[src/rtl/hazard_pkg.sv]
// Shared types and encodings for the LEGv8 pipeline hazard controller.
package hazard_pkg;

  typedef enum logic [1:0] {
    RUN,
    DRAIN,
    HALTED
  } ctrl_state_t;

  localparam logic [4:0] XZR     = 5'd31;
  localparam logic [1:0] FWD_REG = 2'b00;
  localparam logic [1:0] FWD_MEM = 2'b10;
  localparam logic [1:0] FWD_WB  = 2'b01;

  // X31 reads as zero, so it never matches as a hazard source.
  function automatic logic reg_match(input logic [4:0] rd, input logic [4:0] rs);
    return (rd != XZR) && (rd == rs);
  endfunction

endpackage

[src/rtl/hazard_ctrl_if.sv]
// Pipeline-to-hazard-controller signal bundle; master is the pipeline side.
interface hazard_ctrl_if #(parameter int CNT_W = 32);

  logic [4:0]       rs1_D, rs2_D;
  logic [4:0]       rs1_E, rs2_E;
  logic [4:0]       rd_E;
  logic             memRead_E;
  logic [4:0]       rd_M;
  logic             regWrite_M;
  logic [4:0]       rd_W;
  logic             regWrite_W;
  logic             branchTaken_M;
  logic             halt_req;
  logic [1:0]       fwdA_E, fwdB_E;
  logic             stall_F, stall_D;
  logic             flush_D, flush_E, flush_M;
  logic             halted;
  logic [CNT_W-1:0] stallCount;
  logic [CNT_W-1:0] flushCount;

  modport master (
    output rs1_D, rs2_D, rs1_E, rs2_E, rd_E, memRead_E,
           rd_M, regWrite_M, rd_W, regWrite_W, branchTaken_M, halt_req,
    input  fwdA_E, fwdB_E, stall_F, stall_D, flush_D, flush_E, flush_M,
           halted, stallCount, flushCount
  );

  modport slave (
    input  rs1_D, rs2_D, rs1_E, rs2_E, rd_E, memRead_E,
           rd_M, regWrite_M, rd_W, regWrite_W, branchTaken_M, halt_req,
    output fwdA_E, fwdB_E, stall_F, stall_D, flush_D, flush_E, flush_M,
           halted, stallCount, flushCount
  );

endinterface

[src/rtl/hazard_ctrl_fwd_sel.sv]
// Forwarding source select for one execute-stage ALU operand.
module fwd_sel
  import hazard_pkg::*;
(
  input  logic [4:0] rs,
  input  logic [4:0] rd_M,
  input  logic       regWrite_M,
  input  logic [4:0] rd_W,
  input  logic       regWrite_W,
  output logic [1:0] sel
);

  // Memory stage holds the younger result, so it wins over writeback.
  always_comb begin
    sel = FWD_REG;
    if (regWrite_M && reg_match(rd_M, rs))
      sel = FWD_MEM;
    else if (regWrite_W && reg_match(rd_W, rs))
      sel = FWD_WB;
  end

endmodule

[src/rtl/hazard_ctrl.sv]
// Hazard/sequencing controller: forwarding, load-use stall, branch flush,
// halt/drain FSM and saturating stall/flush event counters.
module hazard_ctrl
  import hazard_pkg::*;
#(
  parameter int CNT_W        = 32,
  parameter int DRAIN_CYCLES = 4
) (
  input  logic          clk,
  input  logic          reset,
  hazard_ctrl_if.slave  bus
);

  localparam int DW = (DRAIN_CYCLES < 2) ? 1 : $clog2(DRAIN_CYCLES);
  localparam logic [DW-1:0] DRAIN_LOAD = DW'(DRAIN_CYCLES - 1);

  ctrl_state_t      state_q;
  logic             halted_q;
  logic [DW-1:0]    dcnt_q;
  logic [CNT_W-1:0] stall_cnt_q, stall_cnt_d;
  logic [CNT_W-1:0] flush_cnt_q, flush_cnt_d;
  logic             luh;
  logic             br;
  logic             frozen;

  fwd_sel u_fwd_a (
    .rs         (bus.rs1_E),
    .rd_M       (bus.rd_M),
    .regWrite_M (bus.regWrite_M),
    .rd_W       (bus.rd_W),
    .regWrite_W (bus.regWrite_W),
    .sel        (bus.fwdA_E)
  );

  fwd_sel u_fwd_b (
    .rs         (bus.rs2_E),
    .rd_M       (bus.rd_M),
    .regWrite_M (bus.regWrite_M),
    .rd_W       (bus.rd_W),
    .regWrite_W (bus.regWrite_W),
    .sel        (bus.fwdB_E)
  );

  assign luh    = bus.memRead_E &&
                  (reg_match(bus.rd_E, bus.rs1_D) || reg_match(bus.rd_E, bus.rs2_D));
  assign br     = bus.branchTaken_M;
  assign frozen = (state_q != RUN);

  // A taken branch releases the PC hold so the target is captured, even while draining.
  always_comb begin
    bus.stall_F = (luh || frozen) && !br;
    bus.stall_D = luh && !br;
    bus.flush_D = br || frozen;
    bus.flush_E = br || luh;
    bus.flush_M = br;
  end

  always_ff @(posedge clk or posedge reset) begin
    if (reset) begin
      state_q  <= RUN;
      halted_q <= 1'b0;
      dcnt_q   <= '0;
    end else begin
      unique case (state_q)
        RUN: begin
          if (bus.halt_req) begin
            state_q <= DRAIN;
            dcnt_q  <= DRAIN_LOAD;
          end
        end
        DRAIN: begin
          if (!luh) begin
            if (dcnt_q == '0) begin
              state_q  <= HALTED;
              halted_q <= 1'b1;
            end else begin
              dcnt_q <= dcnt_q - 1'b1;
            end
          end
        end
        HALTED: begin
          if (!bus.halt_req) begin
            state_q  <= RUN;
            halted_q <= 1'b0;
          end
        end
        default: begin
          state_q  <= RUN;
          halted_q <= 1'b0;
        end
      endcase
    end
  end

  always_comb begin
    stall_cnt_d = stall_cnt_q;
    flush_cnt_d = flush_cnt_q;
    if (luh && !br && (stall_cnt_q != '1))
      stall_cnt_d = stall_cnt_q + 1'b1;
    if (br && (flush_cnt_q != '1))
      flush_cnt_d = flush_cnt_q + 1'b1;
  end

  always_ff @(posedge clk or posedge reset) begin
    if (reset) begin
      stall_cnt_q <= '0;
      flush_cnt_q <= '0;
    end else begin
      stall_cnt_q <= stall_cnt_d;
      flush_cnt_q <= flush_cnt_d;
    end
  end

  assign bus.halted     = halted_q;
  assign bus.stallCount = stall_cnt_q;
  assign bus.flushCount = flush_cnt_q;

endmodule

[src/flat_wrapper.sv]
// flat-port wrapper written by rule: the top's interface ports become plain ports
module hazard_ctrl_flat import hazard_pkg::*;
#(
  parameter int CNT_W        = 32,
  parameter int DRAIN_CYCLES = 4
)
  (clk, reset, bus_rs1_D, bus_rs2_D, bus_rs1_E, bus_rs2_E, bus_rd_E, bus_memRead_E, bus_rd_M, bus_regWrite_M, bus_rd_W, bus_regWrite_W, bus_branchTaken_M, bus_halt_req, bus_fwdA_E, bus_fwdB_E, bus_stall_F, bus_stall_D, bus_flush_D, bus_flush_E, bus_flush_M, bus_halted, bus_stallCount, bus_flushCount);
  hazard_ctrl_if #(.CNT_W(CNT_W)) bus_i ();
  input  logic clk;
  input  logic reset;
  input wire logic [$bits(bus_i.rs1_D)-1:0] bus_rs1_D;
  input wire logic [$bits(bus_i.rs2_D)-1:0] bus_rs2_D;
  input wire logic [$bits(bus_i.rs1_E)-1:0] bus_rs1_E;
  input wire logic [$bits(bus_i.rs2_E)-1:0] bus_rs2_E;
  input wire logic [$bits(bus_i.rd_E)-1:0] bus_rd_E;
  input wire logic [$bits(bus_i.memRead_E)-1:0] bus_memRead_E;
  input wire logic [$bits(bus_i.rd_M)-1:0] bus_rd_M;
  input wire logic [$bits(bus_i.regWrite_M)-1:0] bus_regWrite_M;
  input wire logic [$bits(bus_i.rd_W)-1:0] bus_rd_W;
  input wire logic [$bits(bus_i.regWrite_W)-1:0] bus_regWrite_W;
  input wire logic [$bits(bus_i.branchTaken_M)-1:0] bus_branchTaken_M;
  input wire logic [$bits(bus_i.halt_req)-1:0] bus_halt_req;
  output wire logic [$bits(bus_i.fwdA_E)-1:0] bus_fwdA_E;
  output wire logic [$bits(bus_i.fwdB_E)-1:0] bus_fwdB_E;
  output wire logic [$bits(bus_i.stall_F)-1:0] bus_stall_F;
  output wire logic [$bits(bus_i.stall_D)-1:0] bus_stall_D;
  output wire logic [$bits(bus_i.flush_D)-1:0] bus_flush_D;
  output wire logic [$bits(bus_i.flush_E)-1:0] bus_flush_E;
  output wire logic [$bits(bus_i.flush_M)-1:0] bus_flush_M;
  output wire logic [$bits(bus_i.halted)-1:0] bus_halted;
  output wire logic [$bits(bus_i.stallCount)-1:0] bus_stallCount;
  output wire logic [$bits(bus_i.flushCount)-1:0] bus_flushCount;
  assign bus_i.rs1_D = bus_rs1_D;
  assign bus_i.rs2_D = bus_rs2_D;
  assign bus_i.rs1_E = bus_rs1_E;
  assign bus_i.rs2_E = bus_rs2_E;
  assign bus_i.rd_E = bus_rd_E;
  assign bus_i.memRead_E = bus_memRead_E;
  assign bus_i.rd_M = bus_rd_M;
  assign bus_i.regWrite_M = bus_regWrite_M;
  assign bus_i.rd_W = bus_rd_W;
  assign bus_i.regWrite_W = bus_regWrite_W;
  assign bus_i.branchTaken_M = bus_branchTaken_M;
  assign bus_i.halt_req = bus_halt_req;
  assign bus_fwdA_E = bus_i.fwdA_E;
  assign bus_fwdB_E = bus_i.fwdB_E;
  assign bus_stall_F = bus_i.stall_F;
  assign bus_stall_D = bus_i.stall_D;
  assign bus_flush_D = bus_i.flush_D;
  assign bus_flush_E = bus_i.flush_E;
  assign bus_flush_M = bus_i.flush_M;
  assign bus_halted = bus_i.halted;
  assign bus_stallCount = bus_i.stallCount;
  assign bus_flushCount = bus_i.flushCount;
  hazard_ctrl #(.CNT_W(CNT_W), .DRAIN_CYCLES(DRAIN_CYCLES)) u_core (.clk(clk), .reset(reset), .bus(bus_i));
endmodule
[config.mk]
export PLATFORM = sky130hd
export DESIGN_NAME = hazard_ctrl_flat
export DESIGN_NICKNAME = d
export VERILOG_FILES = /design/src/rtl/hazard_pkg.sv /design/src/rtl/hazard_ctrl_if.sv /design/src/rtl/hazard_ctrl_fwd_sel.sv /design/src/rtl/hazard_ctrl.sv /design/src/flat_wrapper.sv
export SDC_FILE = /design/constraint.sdc
export NUM_CORES = 1
export LEC_CHECK = 0
export BUFFER_PORTS_ARGS = -buffer_cell sky130_fd_sc_hd__buf_2
export CAP_MARGIN = 20
export CORE_ASPECT_RATIO = 1.75
export CORE_UTILIZATION = 29
export DETAILED_ROUTE_END_ITERATION = 8
export RECOVER_POWER = 25
export SYNTH_ARGS = -nofsm -noshare
export SYNTH_HDL_FRONTEND = slang
export SYNTH_SLANG_ARGS = --single-unit
[constraint.sdc]
create_clock -name clk -period 2.7 [get_ports clk]
set_input_delay 0.405 -clock clk [delete_from_list [all_inputs] [get_ports clk]]
set_output_delay 0.405 -clock clk [all_outputs]
set_load 0.01 [all_outputs]
==> impl_metrics.xml <==
<?xml version="1.0" encoding="UTF-8"?>
<metrics>
  <group name="sta">
    <metric name="final.min_clock_period" unit="ns">2.383</metric>
    <metric name="rsz0062_at_grt" unit="">false</metric>
    <metric name="worst_pin_slew" unit="ns">1.014</metric>
    <metric name="fmax" unit="MHz">419.6</metric>
    <metric name="max-slew-margin-rel" unit="">0.3233</metric>
    <metric name="final_min_period_over_clock_period" unit="">0.8827</metric>
    <metric name="timing.final.max_slew_violations" unit="">0</metric>
    <metric name="setup_viol" unit="">0</metric>
    <metric name="totalNegativeSetupSlack" unit="ns">0</metric>
    <metric name="finClkSkew" unit="ns">0.005478</metric>
    <metric name="worst_slack" unit="ns">0.3167</metric>
    <metric name="finalHoldViolations" unit="">0</metric>
  </group>
  <group name="cells_and_area">
    <metric name="most_common_cell_after_layout_fill_and_taps_aside" unit="">sky130_fd_sc_hd__buf_2</metric>
    <metric name="stdcell_area" unit="sq um">4852</metric>
    <metric name="antenna_cells" unit="">0</metric>
    <metric name="layout-area-overhead-vs-synth" unit="%">27.82</metric>
    <metric name="final.fill_count" unit="">1301</metric>
    <metric name="final_core_util" unit="">0.3771</metric>
    <metric name="post_route_cells_drive_above_1_share" unit="">0.2941</metric>
    <metric name="nNetsFinal" unit="">550</metric>
    <metric name="final_cell_mix" unit="">115 x sky130_fd_sc_hd__buf_2, 69 x sky130_fd_sc_hd__dfrtp_1, 56 x sky130_fd_sc_hd__xor2_1</metric>
  </group>
  <group name="grt">
    <metric name="via_count_of_the_first_global_routing_pass" unit="">3394</metric>
    <metric name="grt_first_pass_wirelength" unit="microns">16520</metric>
    <metric name="grt_max_degree" unit="">33</metric>
    <metric name="grt_remaining_overflow" unit="">0</metric>
    <metric name="antenna_found_initial" unit="">0</metric>
    <metric name="grt_util_all_layers" unit="">0.1582</metric>
  </group>
  <group name="critical_path">
    <metric name="crit_fanout" unit="">12</metric>
    <metric name="required_time_worst_endpoint" unit="ns">2.91</metric>
    <metric name="crit_arrival" unit="ns">2.60</metric>
    <metric name="slowest_delay" unit="ns">0.45</metric>
    <metric name="crit_path_top_delay_cell" unit="">sky130_fd_sc_hd__dfrtp_1</metric>
    <metric name="cp-start-kind" unit="">register</metric>
    <metric name="critical-path-top-cell-by-count" unit="">sky130_fd_sc_hd__nand4_1</metric>
    <metric name="critical_path.cell_chain" unit="">nand4_1 &gt; or2_2 &gt; nor2_1 &gt; nand4_1 &gt; nor4b_1 &gt; mux2_2</metric>
    <metric name="path_class" unit="">reg2reg</metric>
    <metric name="endpoint_type_of_the_worst_setup_path" unit="">register</metric>
  </group>
  <group name="yosys">
    <metric name="number_of_enable_flip_flop_cells_after_synthesis" unit="">0</metric>
    <metric name="synth_cells" unit="">384</metric>
    <metric name="synth_area" unit="sq um">3796</metric>
    <metric name="synth.yosys.seq_area_share" unit="">0.4548</metric>
    <metric name="syn_avg_cell_area" unit="sq um">9.886</metric>
    <metric name="synth.net_count" unit="">429</metric>
    <metric name="yosys.area.top_type_share" unit="">0.4548</metric>
    <metric name="synth-main-ff-cell" unit="">sky130_fd_sc_hd__dfrtp_1</metric>
    <metric name="ys_seq_elements" unit="">69</metric>
    <metric name="synthesis.yosys.warnings" unit="">0</metric>
    <metric name="synth_top_area_cell" unit="">sky130_fd_sc_hd__dfrtp_1</metric>
    <metric name="async_reset_ff_frac" unit="">1.000</metric>
    <metric name="synth_area_leaders" unit="">sky130_fd_sc_hd__dfrtp_1 45%, sky130_fd_sc_hd__xor2_1 13%, sky130_fd_sc_hd__xnor2_1 7.2%</metric>
    <metric name="post_synth_num_cell_types" unit="">41</metric>
  </group>
  <group name="min_path">
    <metric name="hp-class" unit="">in2async</metric>
  </group>
  <group name="power_and_ir_drop">
    <metric name="pwr_total" unit="mW">2.888</metric>
    <metric name="power.ir.vdd_worst" unit="mV">0.2369</metric>
    <metric name="power.leakage" unit="nW">2.409</metric>
    <metric name="power.density" unit="nW/um^2">595.2</metric>
  </group>
  <group name="flow_run">
    <metric name="timing.max_cap.violations" unit="">0</metric>
  </group>
  <group name="placement">
    <metric name="post-dp-hpwl" unit="microns">7878</metric>
    <metric name="io_buffer_count" unit="">115</metric>
    <metric name="gp_congestion" unit="">0.8261</metric>
    <metric name="dpl-instance-area" unit="sq um">4588</metric>
    <metric name="place_ws" unit="ns">0.2999</metric>
  </group>
  <group name="drt">
    <metric name="drt_first_pass_iters" unit="">4</metric>
    <metric name="routed_metal_1_wirelength" unit="microns">3673</metric>
    <metric name="route.detailed.drc" unit="">0</metric>
    <metric name="route.final.wire_length" unit="microns">10180</metric>
    <metric name="met3RoutedLength" unit="microns">560</metric>
    <metric name="via_count" unit="">3362</metric>
    <metric name="ant_nets" unit="">0</metric>
    <metric name="viasPerCell" unit="">4.937</metric>
    <metric name="dr.first_iter.drc_count" unit="">176</metric>
    <metric name="route.met2.wl" unit="microns">5672</metric>
    <metric name="drt-wirelength-per-cell" unit="microns">14.94</metric>
    <metric name="routed.top_layer" unit="">met4</metric>
  </group>
  <group name="status">
    <metric name="status" unit="">complete, no violations</metric>
  </group>
  <group name="clock_tree">
    <metric name="cts.sinks" unit="">69</metric>
    <metric name="clock_tree.buffer_depth" unit="">2</metric>
    <metric name="cts-resized-gates" unit="">0</metric>
    <metric name="cts_hold_buffers" unit="">0</metric>
    <metric name="total_cts_buffers" unit="">9</metric>
    <metric name="clkLatencyLatePin" unit="ns">0.33</metric>
    <metric name="cts_post_setup_buffers_inserted" unit="">0</metric>
    <metric name="cts.htree.levels" unit="">3</metric>
    <metric name="tritoncts_clock_tree" unit="">yes</metric>
    <metric name="master_cell_of_the_clock_root_buffer" unit="">sky130_fd_sc_hd__clkbuf_16</metric>
    <metric name="clk_pin_slew_worst_paths" unit="ns">0.06</metric>
  </group>
  <group name="floorplan">
    <metric name="design.die.area" unit="sq um">13570</metric>
    <metric name="initial_utilization" unit="">0.2950</metric>
    <metric name="floorplan.io_pins" unit="">116</metric>
    <metric name="rows" unit="">55</metric>
    <metric name="floorplan.die.height" unit="microns">153.4</metric>
    <metric name="design.core.area" unit="sq um">12870</metric>
    <metric name="die_width" unit="microns">88.49</metric>
  </group>
</metrics>
sequential cells by signal, indices dropped and copies added (netlist names):
name,count
u_core.state_q,2
u_core.bus.flushCount,32
u_core.bus.halted,1
u_core.dcnt_q,2
u_core.bus.stallCount,32
per-layer routing:
layer	vias up	GRT usage
met5	-	0
met4	0	0.07296
met3	17	0.03618
met2	110	0.2927
met1	1633	0.1615
li1	1602	-
power breakdown:
group	total, mW	switching [mW]	internal [mW]
Clock	1.10	0.433	0.667
Combinational	0.517	0.272	0.245
Sequential	1.27	0.133	1.14
final timing paths:
kind,to,start,depth (start not counted),slack [ns]
setup / recovery,u_core.bus.stallCount[24],u_core.bus.stallCount[3],6,0.32
hold / removal,u_core.bus.flushCount[3],reset,2,0.31
setup reg to reg,u_core.bus.stallCount[24],u_core.bus.stallCount[3],6,0.32
hold reg to reg,u_core.bus.flushCount[19],u_core.bus.flushCount[19],1,0.49
max in group asynchronous,u_core.bus.flushCount[19],reset,3,1.03
min in group clk,u_core.state_q[0],bus_halt_req,3,0.36
worst max-delay path, delay by kind of cell, from the launching register on:
| family | cells | cell delay [ns] |
|---|---|---|
| simple gates | 5 | 1.44 |
| flops | 1 | 0.45 |
| mux | 1 | 0.38 |
cell type report:
type | count | area [sq um] | area share
multi-input cells | 295 | 1981 | 0.4082
flip-flops and latches | 69 | 1727 | 0.3559
repair buffers | 121 | 618.1 | 0.1274
clock buffers | 12 | 256.5 | 0.05286
well taps | 171 | 214.0 | 0.04409
inverters | 9 | 33.78 | 0.006962
clock inverters | 4 | 22.52 | 0.004642
cell usage after synthesis, drive strengths merged (6+ instances only):
cell type  count
nand4         21
nand2         31
nor3          22
buf            6
nor4          18
xor2          56
o21ai          6
nand3         32
inv            9
or4            6
xnor2         31
dfrtp         69
and3           7
nor2          21
metrics by stage:
stage	hold WS, ns	instances
finish	0.3105	681
global route	0.3953	681
CTS	0.1538	681
detailed placement	0.4913	665
global placement	0.4814	665
floorplan	0.5068	384
cells by family (layout without fill, tap and decap cells):
group	Yosys count	in the layout	synth area share
and+or+nand+nor	180	180	0.2581
xor gates and xnor gates	87	87	0.2007
DFF	69	69	0.4548
AOI/OAI and AO/OA	20	20	0.03857
buffers and inverters	20	146	0.02340
muxes	5	5	0.01450
adders and majority gates	3	3	0.009889
Power figures use the tool's default switching activity.
